**config.mk**
```make
export PLATFORM = sky130hd
export DESIGN_NAME = thumb_fetch
export DESIGN_NICKNAME = d
export VERILOG_FILES = /design/src/rtl/thumb_fetch.sv
export SDC_FILE = /design/constraint.sdc
export NUM_CORES = 1
export LEC_CHECK = 0
export BUFFER_PORTS_ARGS = -buffer_cell sky130_fd_sc_hd__buf_2
export CAP_MARGIN = 20
export CORE_UTILIZATION = 45
export CTS_BUF_LIST = sky130_fd_sc_hd__clkbuf_4
export DETAILED_ROUTE_END_ITERATION = 10
export SKIP_LAST_GASP = 1
export SYNTH_ARGS = -nofsm -noshare
export SYNTH_HDL_FRONTEND = slang
export SYNTH_SLANG_ARGS = --single-unit
```
**constraint.sdc**
```tcl
create_clock -name sck -period 5.8 [get_ports sck]
set_clock_uncertainty 0.2 [all_clocks]
set_input_delay 0.29 -clock sck [delete_from_list [all_inputs] [get_ports sck]]
set_output_delay 0.29 -clock sck [all_outputs]
set_load 0.02 [all_outputs]
```
**src/rtl/thumb_fetch.sv**
```systemverilog
// Thumb instruction prefetch: fetches 32-bit words from instruction memory and
// queues them as halfwords, with pc, for the execute stage.
// state | meaning
// IDLE  | no memory request outstanding
// REQ   | request outstanding, returned word is kept
// DROP  | request outstanding, returned word is thrown away (redirected)
module thumb_fetch #(
    parameter logic [31:0] RESET_PC = 32'h0000_0000,
    parameter int          DEPTH    = 4
) (
    input  logic        sck,
    input  logic        rst,
    output logic        imem_req,
    output logic [31:0] imem_addr,
    input  logic        imem_ack,
    input  logic [31:0] imem_rdata,
    input  logic        redirect,
    input  logic [31:0] redirect_pc,
    output logic [15:0] cmd,
    output logic [31:0] cmd_pc,
    output logic        cmd_valid,
    input  logic        cmd_ready
);
    localparam int PW = $clog2(DEPTH);
    localparam int CW = $clog2(DEPTH + 1);

    typedef enum logic [1:0] {IDLE, REQ, DROP} state_t;

    state_t          state;
    state_t          state_nxt;
    logic [31:0]     fetch_addr;
    logic [31:0]     req_addr;
    logic            skip;
    logic [15:0]     mem_data [DEPTH];
    logic [31:0]     mem_pc   [DEPTH];
    logic [PW-1:0]   rd_ptr;
    logic [PW-1:0]   wr_ptr;
    logic [PW-1:0]   wr_ptr_p1;
    logic [CW-1:0]   count;
    logic            accept;
    logic            push_one;
    logic            push_two;
    logic            pop;
    logic [1:0]      push_n;

    // Pointers wrap modulo DEPTH, which need not be a power of two.
    function automatic logic [PW-1:0] ptr_inc(input logic [PW-1:0] p);
        return (p == PW'(DEPTH - 1)) ? '0 : p + PW'(1);
    endfunction

    assign accept    = (state == REQ) && imem_ack && !redirect;
    assign push_one  = accept && skip;
    assign push_two  = accept && !skip;
    assign push_n    = push_two ? 2'd2 : (push_one ? 2'd1 : 2'd0);
    assign cmd_valid = (count != '0) && !redirect;
    assign pop       = cmd_valid && cmd_ready;
    assign wr_ptr_p1 = ptr_inc(wr_ptr);
    assign cmd       = mem_data[rd_ptr];
    assign cmd_pc    = mem_pc[rd_ptr];
    assign imem_addr = req_addr;

    always_ff @(posedge sck) begin
        if (rst) begin
            state <= IDLE;
        end else begin
            state <= state_nxt;
        end
    end

    always_comb begin
        state_nxt = state;
        case (state)
            IDLE: if (!redirect && (count <= CW'(DEPTH - 2))) state_nxt = REQ;
            REQ: begin
                if (imem_ack) begin
                    state_nxt = IDLE;
                end else if (redirect) begin
                    state_nxt = DROP;
                end
            end
            DROP: if (imem_ack) state_nxt = IDLE;
            default: state_nxt = IDLE;
        endcase
    end

    always_comb begin
        imem_req = (state == REQ) || (state == DROP);
    end

    // req_addr holds the outstanding address even when a redirect moves fetch_addr.
    always_ff @(posedge sck) begin
        if (rst) begin
            fetch_addr <= {RESET_PC[31:2], 2'b00};
            skip       <= RESET_PC[1];
            req_addr   <= {RESET_PC[31:2], 2'b00};
        end else begin
            if (redirect) begin
                fetch_addr <= {redirect_pc[31:2], 2'b00};
                skip       <= redirect_pc[1];
            end else if (accept) begin
                fetch_addr <= fetch_addr + 32'd4;
                skip       <= 1'b0;
            end
            if ((state == IDLE) && (state_nxt == REQ)) begin
                req_addr <= fetch_addr;
            end
        end
    end

    always_ff @(posedge sck) begin
        if (rst || redirect) begin
            rd_ptr <= '0;
            wr_ptr <= '0;
            count  <= '0;
        end else begin
            if (push_two) begin
                wr_ptr <= ptr_inc(wr_ptr_p1);
            end else if (push_one) begin
                wr_ptr <= wr_ptr_p1;
            end
            if (pop) begin
                rd_ptr <= ptr_inc(rd_ptr);
            end
            count <= count + CW'(push_n) - CW'(pop);
        end
    end

    always_ff @(posedge sck) begin
        if (push_two) begin
            mem_data[wr_ptr]    <= imem_rdata[15:0];
            mem_pc[wr_ptr]      <= req_addr;
            mem_data[wr_ptr_p1] <= imem_rdata[31:16];
            mem_pc[wr_ptr_p1]   <= {req_addr[31:2], 2'b10};
        end else if (push_one) begin
            mem_data[wr_ptr]    <= imem_rdata[31:16];
            mem_pc[wr_ptr]      <= {req_addr[31:2], 2'b10};
        end
    end
endmodule

```
==> out/results.txt <==
Status -> completed
Worst-Margin Slew -> 0.958 ns
Mapped Area -> 12400 sq um
Most frequent cells after synthesis -> 184 x edfxtp_1, 123 x and2_1, 76 x dfxtp_1
Fillers -> 2323
Final Hold Fails -> 0
Yosys cell types -> 52
Prevailing post-synth register cell -> edfxtp_1
GRT Overall Usage -> 20.0%
EDFF count, synth -> 184
CTS tree -> yes
Avg WL per Cell -> 17.4 um
Sequential element share of the synthesized area -> 56.8%
Critical Path Sink Type -> register
Post-route DRC violation count -> 0
Synth top area share -> 44.6%
Clock Pin Slew Worst Setup and Hold Paths -> 0.07 ns
Synth-to-Final Area Change -> 23.0%
Cell taking the most area after synthesis -> edfxtp_1
Hold endpoint -> fetch_addr[31]
Sw frac -> 24.0%
Pin count of the biggest net entering global routing -> 77
Hold Startpoint -> rst
Ys Warns -> 0
Core region area -> 27000 sq um
WL final -> 27.7 mm
CTS Hold Buffers Added -> 87
Layout cells sized above 1 -> 32.4%
Gate count after technology mapping -> 934
FF-to-FF Start -> state[1]
Count of final setup violators -> 0
Slew Viols, Final -> 0
CTS max path bufs -> 3
Vias per inst -> 5.18
Comb pwr share -> 8.8%
Final hold slack -> 0.166 ns
Grt total ovfl -> 0
GPL Wtd Cong -> 0.795
Leakage -> 0.00576 uW
Setup CP Type -> register to register
Top Ports -> 151
DP Wirelength -> 16.5 mm
Fin util -> 56.4%
Hold path cells -> 3
Initial antenna violation count -> 1
Max Cap Viol -> 0
Fin crit period -> 3.60 ns
Async set-reset flop share out of synthesis -> 0%
Top cells by area, synth -> edfxtp_1 45%, dfxtp_1 12%, mux4_2 8.5%, and2_1 6.2%, mux2_2 5.8%
Reg2reg end -> mem_data[3][7]
R2r setup slk -> 2.20 ns
Global-route wire length before repair -> 43.7 mm
NumNets Final -> 1282
Hold crit path type -> input pin to register
Tot Pwr -> 4160 uW
Die height -> 168 um
Chip width -> 168 um
Clock network fraction of design power -> 41.0%
Root Driver -> clkbuf_4
Setup_tns -> 0 ns
Mapped Avg Cell Area -> 13.3 sq um
Post-CTS Setup Inserts -> 0
Number of global-route vias before repair -> 8164
Later-pin clock latency in the skew report -> 0.65 ns
Internal power -> 3160 uW
Clk sinks -> 260
CP Max Fanout -> 18
Flop pwr share -> 50.2%
Final worst slack -> 2.20 ns
DRT iter0 DRCs -> 464
Most common cell in the netlist -> edfxtp_1
VDD IR max -> 0.144 mV
Cts bufs inserted -> 72
Post-place setup slack -> 2.57 ns
Worst R2R Path Depth -> 7
Fmax achieved -> 278 MHz
DIE AREA -> 28200 sq um
Worst Path Required -> 5.99 ns
Critical Path Source Type -> register
H-tree level count -> 3
Initial Utilization -> 45.9%
Yosys reg bits -> 260
Rel. slew slack -> 35.9%
Vias -> 8247
Buffers added on ports -> 146
Power Density -> 273 nW/um^2
PostCTS Resize Cnt -> 0
Unrepaired setup endpoints after global routing -> false
Final worst path period share -> 62.0%
NetSw -> 998 uW
Rows -> 60
Crit path DAT -> 3.78 ns
Post-DRT Antenna Nets -> 0
Drt first pass iters -> 5
## layer usage
layer  part of all wire [%]  vias up  wire, um  GRT usage [%]
met3                    6.1       41      1680           4.47
met4                    1.2        0       340           5.98
met1                     47     3930     13100           28.0
li1                       -     4036         -              -
met5                      0        -         0              0
met2                     45      240     12600           31.0
## through the flow
step / cells / cell area (sq um)
5_1_grt: 1592 / 15300
4_1_cts: 1591 / 15300
3_5_place_dp: 1375 / 13400
3_3_place_gp: 1375 / 13400
6_report: 1592 / 15300
2_1_floorplan: 936 / 12400
## sequential cells by signal (all words and copies together), names as in the netlist, named ones only
register    count
rd_ptr          2
imem_addr      30
skip            1
state           2
mem_data       64
count           3
wr_ptr          2
fetch_addr     30
mem_pc        124
## power groups by stage
stage,clock [uW],sequential [uW],combinational [uW]
CTS,1780,2090,368
global placement,0,2130,318
detailed placement,0,2130,322
floorplan,0,2120,206
finish,1710,2090,366
global route,1870,2090,399
## how the worst max path moves through the flow
stage / slack (ns) / startpoint / to / cells past startpoint
global placement: 2.63 / state[1] / mem_pc[3][23] / 5
CTS: 2.21 / state[1] / mem_data[1][14] / 7
global route: 1.98 / state[1] / mem_data[1][14] / 7
floorplan: 2.47 / state[1] / mem_data[0][0] / 7
finish: 2.20 / state[1] / mem_data[3][7] / 7
detailed placement: 2.57 / state[1] / mem_pc[3][24] / 5
## placed cells by master (no fill, tap or decap), types with 5 or more instances in the layout
master         count
mux2_2            64
xnor2_1           10
o31ai_1            8
nand2b_1          61
a211oi_1          11
nor4_1             5
mux4_2            47
and4_1             8
dfxtp_1           74
a21oi_1           13
ha_1              17
o21ai_0           11
or3_1              6
nor2b_1            6
buf_2            146
a311oi_1          14
clkinv_1           6
nand2_1           27
mux2i_1           32
nand4_1           15
edfxtp_1         184
and2_1           123
buf_4             15
clkbuf_4         117
dlygate4sd3_1     87
nand3_1           14
nor2_1            44
nor3_1             8
inv_1             19
or4_1             11
## worst max-delay path, stage by stage, from the launching register on
cell	delay, ns
dfxtp_1	0.33
inv_1	0.12
ha_1	0.40
nand3b_1	0.72
nor2_1	0.28
buf_4	0.34
mux2_2	0.38
dlygate4sd3_1	0.55
## cell families (layout without fill, tap and decap cells)
group                      Yosys count  count (layout)  synth area share (%)
adders and majority gates           18              18                  1.88
other                                1               4                0.0302
and+or+nand+nor                    346             346                  16.3
xor gates and xnor gates            14              14                 0.989
buffers and inverters               82             396                  3.07
muxes                              143             143                  16.9
AOI/OAI and AO/OA                   70              70                  4.01
DFF                                260             260                  56.8
## final cells by class
cell class	count	area [sq um]	share of cell area, %
flip-flops and latches	260	7050	46.2
inverters	19	71.3	0.467
multi-input cells	594	5020	32.9
clock buffers	117	878	5.76
repair buffers	248	1710	11.2
clock inverters	12	90.1	0.591
diodes	1	2.50	0.0164
well taps	341	427	2.80
Note: power is estimated with default switching activity, not from simulation.
